### config.mk
export PLATFORM = sky130hd
export DESIGN_NAME = rf_read_arbiter
export DESIGN_NICKNAME = d
export VERILOG_FILES = /design/src/rtl/rf_read_arbiter.sv
export SDC_FILE = /design/constraint.sdc
export NUM_CORES = 1
export LEC_CHECK = 0
export CAP_MARGIN = 30
export CORE_UTILIZATION = 43
export CTS_BUF_LIST = sky130_fd_sc_hd__clkbuf_16
export DETAILED_ROUTE_END_ITERATION = 8
export PLACE_DENSITY = 0.86
export RECOVER_POWER = 100
export SETUP_SLACK_MARGIN = 0.02
export SLEW_MARGIN = 25
export SYNTH_ARGS = -nofsm -noshare
export SYNTH_HDL_FRONTEND = slang
export SYNTH_SLANG_ARGS = --single-unit
### constraint.sdc
create_clock -name clk -period 4.3 [get_ports clk]
set_input_delay 1.075 -clock clk [delete_from_list [all_inputs] [get_ports clk]]
set_output_delay 1.075 -clock clk [all_outputs]
set_load 0.005 [all_outputs]
### src/rtl/rf_read_arbiter.sv
// rf_read_arbiter
// ---------------------------------------------------------------------------
// Shares the register file's single 32-to-1 read mux among NREQ requesters
// using a round-robin search. Each unstalled cycle at most one requester is
// granted: its register number is driven onto rf_sel, the combinational mux
// output (rf_data) is captured into the response register, and the response
// is presented with the winner's ID one cycle later.
//
// Optional feature macro: RFARB_XZR_EN
//   defined   -> a granted read of register 31 returns zero (XZR semantics);
//                grant, pointer update and rf_sel are unaffected
//   undefined -> register 31 behaves like any other register
//
// Ports:
//   clk        in   system clock, rising edge
//   reset      in   asynchronous, active-high reset
//   req_valid  in   [NREQ]       per-requester read request
//   req_addr   in   [NREQ][5]    per-requester register number
//   req_ready  out  [NREQ]       one-hot grant (zero while stalled)
//   rf_sel     out  [5]          register-file read mux select
//   rf_data    in   [WIDTH]      read mux output, combinational from rf_sel
//   stall      in   downstream not accepting; freezes the block
//   rsp_valid  out  response register holds valid data
//   rsp_id     out  [IDW]        requester owning the response
//   rsp_data   out  [WIDTH]      registered read data
// ---------------------------------------------------------------------------
module rf_read_arbiter #(
    parameter int NREQ  = 4,
    parameter int WIDTH = 64,
    parameter int IDW   = 2
) (
    input  logic                  clk,
    input  logic                  reset,
    input  logic [NREQ-1:0]       req_valid,
    input  logic [NREQ-1:0][4:0]  req_addr,
    output logic [NREQ-1:0]       req_ready,
    output logic [4:0]            rf_sel,
    input  logic [WIDTH-1:0]      rf_data,
    input  logic                  stall,
    output logic                  rsp_valid,
    output logic [IDW-1:0]        rsp_id,
    output logic [WIDTH-1:0]      rsp_data
);

    logic [IDW-1:0]   ptr_r;
    logic             rsp_valid_r;
    logic [IDW-1:0]   rsp_id_r;
    logic [WIDTH-1:0] rsp_data_r;

    logic             found_s;
    logic [IDW-1:0]   winner_s;
    logic [IDW:0]     idx_s;
    logic [NREQ-1:0]  grant_s;
    logic [4:0]       sel_s;
    logic [WIDTH-1:0] cap_data_s;
    logic [IDW-1:0]   ptr_next_s;

    // Round-robin search from ptr_r upward, wrapping at NREQ; first hit wins.
    // idx_s is one bit wider than an ID so ptr+offset never overflows before
    // the wrap subtraction.
    always_comb begin
        found_s  = 1'b0;
        winner_s = '0;
        idx_s    = '0;
        for (int i = 0; i < NREQ; i++) begin
            idx_s = {1'b0, ptr_r} + (IDW+1)'(i);
            if (idx_s >= (IDW+1)'(NREQ)) begin
                idx_s = idx_s - (IDW+1)'(NREQ);
            end else begin
                idx_s = idx_s;
            end
            if (!found_s && req_valid[idx_s[IDW-1:0]]) begin
                found_s  = 1'b1;
                winner_s = idx_s[IDW-1:0];
            end else begin
                found_s  = found_s;
            end
        end
    end

    // Grant vector, mux select, captured data and next pointer for the winner.
    always_comb begin
        grant_s    = '0;
        sel_s      = 5'd0;
        ptr_next_s = ptr_r;
        if (found_s) begin
            grant_s[winner_s] = 1'b1;
            sel_s             = req_addr[winner_s];
            if (winner_s == IDW'(NREQ-1)) begin
                ptr_next_s = '0;
            end else begin
                ptr_next_s = winner_s + IDW'(1);
            end
        end else begin
            grant_s = '0;
        end
`ifdef RFARB_XZR_EN
        if (sel_s == 5'd31) begin
            cap_data_s = '0;
        end else begin
            cap_data_s = rf_data;
        end
`else
        cap_data_s = rf_data;
`endif
    end

    // Response register and round-robin pointer; everything holds while stalled.
    always_ff @(posedge clk or posedge reset) begin
        if (reset) begin
            ptr_r       <= '0;
            rsp_valid_r <= 1'b0;
            rsp_id_r    <= '0;
            rsp_data_r  <= '0;
        end else if (!stall) begin
            if (found_s) begin
                rsp_valid_r <= 1'b1;
                rsp_id_r    <= winner_s;
                rsp_data_r  <= cap_data_s;
                ptr_r       <= ptr_next_s;
            end else begin
                rsp_valid_r <= 1'b0;
            end
        end else begin
            rsp_valid_r <= rsp_valid_r;
        end
    end

    assign req_ready = stall ? '0 : grant_s;
    assign rf_sel    = sel_s;
    assign rsp_valid = rsp_valid_r;
    assign rsp_id    = rsp_id_r;
    assign rsp_data  = rsp_data_r;

endmodule

==> results_dict.tcl, run 1 <==
set metrics [dict create \
    clockBufferDepth 2 \
    vdd_drop_max_mv 0.199 \
    areaGrowthSynthToFinish_pct 52.6 \
    min_path_cells 1 \
    rr_endpoint "ptr_r[1]$_DFFE_PP0P_" \
    path_class "in2out" \
    layoutNonFillerInstCount 463 \
    hpwl_microns 5780 \
    first_iter_violations 38 \
    overflow 0 \
    die-area_sq_mm 0.00784 \
    layout_common_cells "clkdlybuf4s50_1, dlygate4sd3_1, dfrtp_1" \
    drc 0 \
    syn_area_sq_mm 0.00322 \
    synth_top_area_cell "dfrtp_1" \
    numPortBuffers 166 \
    reg2reg_depth 6 \
    mostFrequentLayoutCell "clkdlybuf4s50_1" \
    max_slew_margin_pct -9.13 \
    grt_pass1_vias 2439 \
    setup_viol 0 \
    cp_top_family "buffers and inverters" \
    firstDrtPassIters 4 \
    clock_latency_ps 320 \
    fin_worst_skew_ps 3.28 \
    violations "max-capacitance violations, max-slew violations" \
    power-per-cell-area_mw_per_mm2 403 \
    cts-root-buf "clkbuf_16" \
    setup_tns_ps 0 \
    crit_path_end_kind "primary output" \
    clkSinkCount 69 \
    cts_tree "built" \
    place_congestion 0.777 \
    grt.total_usage_pct 20.9 \
    crit_buf_inv 2 \
    wire_per_inst_microns 16.6 \
    ys_seq_area_share_pct 53.6 \
    coreArea_sq_mm 0.00725 \
    nets 455 \
    min_period_ps 4190 \
    switching_share_pct 24.8 \
    finalCritPeriodShare_pct 97.4 \
    hp-class "reg2reg" \
    crit_chain "clkdlybuf4s50_1 > or4_1 > nor2b_1 > and2_1 > dlygate4sd3_1" \
    combPwrFrac_pct 24.8 \
    drv_slew 31 \
    synth_top_cell_area_share_pct 53.6 \
    cpMaxStageDelayCell "or4_1" \
    viasPerCell 4.77 \
    clk_pin_slew_worst_paths_ps 50 \
    drt.antenna.violating_nets 0 \
    worst_pin_slew_ps 1640 \
    vias 2207 \
    synth-seq-cells 69 \
    p_leak_nw 2.07 \
    antennaDiodeCount 0 \
    routed_wirelength_microns 7700 \
    p_int_mw 1.49 \
    post-cts-setup-buffer-count 0 \
    yosys_warnings 0 \
    max_cap_viol_count 1 \
    fmax_ghz 0.239 \
    startpoint_type "primary input" \
    num_io_pins 167 \
    net-switching-power_mw 0.492 \
    hp-start "rsp_data[52]$_DFFE_PP0P_" \
    antenna_found_initial 0 \
    synthCells 190 \
    grt_pass1_wl_microns 12100 \
    holdPathEnd "rsp_data[52]$_DFFE_PP0P_" \
    p_seq_share_pct 39.4 \
    rsz0062_at_grt "false" \
    pwr-share-clk_pct 35.9 \
    cts-htree-levels 3 \
    syn-num-nets 285 \
    synth_area_leaders "dfrtp_1, mux2_4, buf_12" \
    fp-row-count 31 \
    place_inst 448 \
    die_w_microns 88.5 \
    worstReg2RegStart "ptr_r[1]$_DFFE_PP0P_" \
    worstPathRequired_ps 3220 \
    grt_start_max_net_pins 55 \
    slowest_delay_ps 580 \
    hold_viol 0 \
    syn_area_per_cell_sq_um 17.0 \
    reg2reg_slack_ps 2410 \
    yosys.cell_types.count 21 \
    drive_gt1_share_pct 7.14 \
    arrival_ps 3110 \
    fp.dieH_microns 88.5 \
    start_util_pct 44.4 \
    numCtsBuffers 9 \
    crit_fanout 7 \
    status "finished with violations" \
]
==> Yosys cell counts, drive strengths merged <==
cell type,count
dfrtp,69
mux2,68
mux2i,11
buf,10
inv,5
o22ai,5
a21oi,4
and2,4
ha,4
nor2,2
a311o,1
clkbuf,1
nand2,1
nand2b,1
nor2b,1
o21ai,1
o2bb2a,1
or4,1
==> power groups by stage <==
| stage | sequential [mW] | clock (mW) | combinational [mW] |
|---|---|---|---|
| global placement | 0.791 | 0 | 0.581 |
| detailed placement | 0.797 | 0 | 0.595 |
| finish | 0.781 | 0.711 | 0.491 |
| floorplan | 0.797 | 0 | 0.274 |
| CTS | 0.789 | 0.732 | 0.601 |
| global route | 0.793 | 0.762 | 0.534 |
==> worst max path at each step <==
stage / endpoint / depth (start not counted) / start
after floorplan: req_ready[0] / 8 / req_valid[0]
after global placement: req_ready[1] / 8 / req_valid[0]
after detailed placement: req_ready[0] / 8 / req_valid[0]
after CTS: req_ready[0] / 8 / req_valid[0]
after global routing: rf_sel[4] / 7 / req_valid[0]
final: req_ready[2] / 5 / req_valid[0]
==> cell type report <==
class                           count  area [sq um]
Clock buffer                        9           225
Clock inverter                      6          65.1
Fill cell                         576          2340
Inverter                            5          18.8
Multi-Input combinational cell    105          1080
Sequential cell                    69          1730
Tap cell                           99           124
Timing Repair Buffer              170          1680
==> state kept, by name (all words and copies together) (netlist names) <==
| register | count |
|---|---|
| ptr_r | 2 |
| rsp_id | 2 |
| rsp_valid | 1 |
| rsp_data | 64 |
==> routing by layer <==
| metal | vias to the layer above | track usage, % | wire length [microns] |
|---|---|---|---|
| li1 | 1013 | - | - |
| met1 | 1067 | 24.1 | 2940 |
| met2 | 111 | 35.7 | 4050 |
| met3 | 16 | 5.78 | 552 |
| met4 | 0 | 10.4 | 156 |
| met5 | - | 0 | 0 |
==> metrics by stage <==
step	cell area (sq um)	util, %	setup slack (ps)	hold slack, ps	total power, mW
3_3_place_gp	4860	67.1	-130	490	1.37
4_1_cts	5170	71.3	50.4	508	2.12
2_1_floorplan	3220	-	1010	504	1.07
6_report	4920	67.8	111	477	1.98
5_1_grt	4920	67.8	30.9	489	2.09
3_5_place_dp	4880	67.3	-197	491	1.39
==> cell families after synthesis <==
family,count (synthesis),synth area share (%)
AO/OA/AOI/OAI,12,2.37
adder cells (fa/ha/maj),4,1.55
buffers and inverters,16,5.71
flip-flops,69,53.6
multiplexers,79,34.7
AND/OR/NAND/NOR,10,2.10
==> timing repair <==
item	in CTS	in global routing
resized for setup	1	3
endpoints found under the hold margin	0	0
pin swaps	0	1
hold buffers	0	0
endpoints found under the setup margin	9	8
(Power assumes the default switching activity.)
==> inputs of run 2 (changes only) <==
Settings changed: CORE_UTILIZATION 43 to 27, PLACE_DENSITY 0.86 to default.
==> results_dict.tcl, run 2 (synthesized netlist as in run 1, its figures left out) <==
set metrics [dict create \
    status "finished with violations" \
    violations "design-rule violations, max-capacitance violations, max-slew violations" \
    power-per-cell-area_mw_per_mm2 409 \
    numCtsBuffers 9 \
    drive_gt1_share_pct 7.10 \
    vias 2191 \
    fillCellCount 1147 \
    met3_length_microns 692 \
    rr_endpoint "ptr_r[1]$_DFFE_PP0P_" \
    num_io_pins 167 \
    topRoutingLayerUsed "met4" \
    hold_viol 0 \
    overflow 0 \
    die_w_microns 111 \
    finalCritPeriodShare_pct 96.0 \
    fp-row-count 39 \
    clkSinkCount 69 \
    p_leak_nw 2.10 \
    largest_reg_flops 64 \
    clockBufferDepth 2 \
    die-area_sq_mm 0.0124 \
    grt_pass1_vias 2338 \
    fin_worst_skew_ps 6.84 \
    wl_met1_microns 3090 \
    fp.dieH_microns 111 \
    drt.antenna.violating_nets 0 \
    rsz0062_at_grt "false" \
    hpwl_microns 5240 \
    viasPerCell 4.30 \
    min_period_ps 4130 \
    numPortBuffers 166 \
    reg2reg_slack_ps 2420 \
    grt.total_usage_pct 12.2 \
    worstPathRequired_ps 3220 \
    place_congestion 0.734 \
    cts-root-buf "clkbuf_16" \
    worstReg2RegStart "ptr_r[1]$_DFFE_PP0P_" \
    drv_slew 40 \
    fmax_ghz 0.242 \
    final_util_pct 43.5 \
    layout_common_cells "clkdlybuf4s50_1, dlygate4sd3_1, dfrtp_1" \
    vdd_drop_max_mv 0.178 \
    crit_path_end_kind "primary output" \
    wl_met2_microns 3170 \
    cp-endpoint "req_ready[1]" \
    cts_tree "built" \
    grt_start_max_net_pins 51 \
    wire_per_inst_microns 13.9 \
    nets 456 \
    hp-class "reg2reg" \
    grt_pass1_wl_microns 11800 \
    drc 28 \
    path_class "in2out" \
    cts-htree-levels 3 \
    worstSetupStartpoint "req_valid[2]" \
    coreArea_sq_mm 0.0115 \
    routed_wirelength_microns 7090 \
    crit_fanout 7 \
    firstDrtPassIters 7 \
    areaGrowthSynthToFinish_pct 55.4 \
    mostFrequentLayoutCell "clkdlybuf4s50_1" \
    setup_tns_ps 0 \
    hp-start "rsp_data[13]$_DFFE_PP0P_" \
    clock_latency_ps 320 \
    max_cap_viol_count 1 \
    worst_pin_slew_ps 2060 \
    arrival_ps 3050 \
    antennaDiodeCount 0 \
    antenna_found_initial 0 \
    max_slew_margin_pct -37.5 \
    setup_viol 0 \
    reg2reg_depth 6 \
    startpoint_type "primary input" \
    clk_pin_slew_worst_paths_ps 60 \
    start_util_pct 28.0 \
    first_iter_violations 78 \
]
## run 2: cell types whose count changed in the layout (fill, tap and decap cells not counted), sizes merged
cell and change:
dlymetal6s2s +1, bufinv +1, clkinvlp -1, clkbuf +1, dlygate4sd3 -2, inv +1
clkdlybuf4s50 +1
## run 2: final cells by class
| cell class | count | area, sq um | area share, % |
|---|---|---|---|
| Inverter | 5 | 18.8 | 0.375 |
| Timing Repair Buffer | 171 | 1680 | 33.6 |
| Clock inverter | 7 | 91.3 | 1.82 |
| Sequential cell | 69 | 1730 | 34.5 |
| Clock buffer | 9 | 225 | 4.50 |
| Tap cell | 143 | 179 | 3.57 |
| Multi-Input combinational cell | 105 | 1080 | 21.6 |
## run 2: metal layers
layer / GRT usage (%) / vias up
met3: 3.72 / 9
li1: - / 1019
met4: 5.32 / 0
met1: 16.0 / 1055
met5: 0 / -
met2: 18.5 / 108
## run 2: metrics by stage
step / setup slack (ps) / hold slack, ps / power [mW] / cells / area [sq um]
3_5_place_dp: -209 / 492 / 1.39 / 493 / 4930
3_3_place_gp: -158 / 487 / 1.38 / 493 / 4930
5_1_grt: 9.68 / 498 / 2.17 / 509 / 5010
6_report: 172 / 477 / 2.05 / 509 / 5010
4_1_cts: 44.6 / 507 / 2.19 / 509 / 5250
2_1_floorplan: 1010 / 504 / 1.07 / 190 / 3220
## run 2: what timing repair did
| item | in CTS | in global routing |
|---|---|---|
| cloned | 0 | 0 |
| setup buffers | 0 | 0 |
| pin swaps | 0 | 0 |
| hold buffers | 0 | 0 |
| resized for setup | 1 | 4 |
| endpoints found under the setup margin | 9 | 9 |
## run 2: power by group
group | leakage [nW] | total (mW) | internal, mW | switching, mW
sequential | 0.803 | 0.779 | 0.733 | 0.0461
combinational | 1.13 | 0.488 | 0.316 | 0.172
clock | 0.161 | 0.782 | 0.505 | 0.277
## run 2: how the worst min path moves through the flow
stage	to	slack, ps	cells after the start
3_5_place_dp	rsp_data[18]$_DFFE_PP0P_	490	1
3_3_place_gp	rsp_valid$_DFFE_PP0N_	490	1
2_1_floorplan	rsp_valid$_DFFE_PP0N_	500	1
5_1_grt	rsp_data[13]$_DFFE_PP0P_	500	1
6_report	rsp_data[13]$_DFFE_PP0P_	480	1
4_1_cts	rsp_data[30]$_DFFE_PP0P_	510	1
## run 2: critical path, stage by stage
cell and delay, ps:
clkdlybuf4s50_1 460, mux2i_1 150, nor2_1 50, a311o_2 420, inv_2 110, ha_1 140
and2_0 120, clkdlybuf4s50_1 510
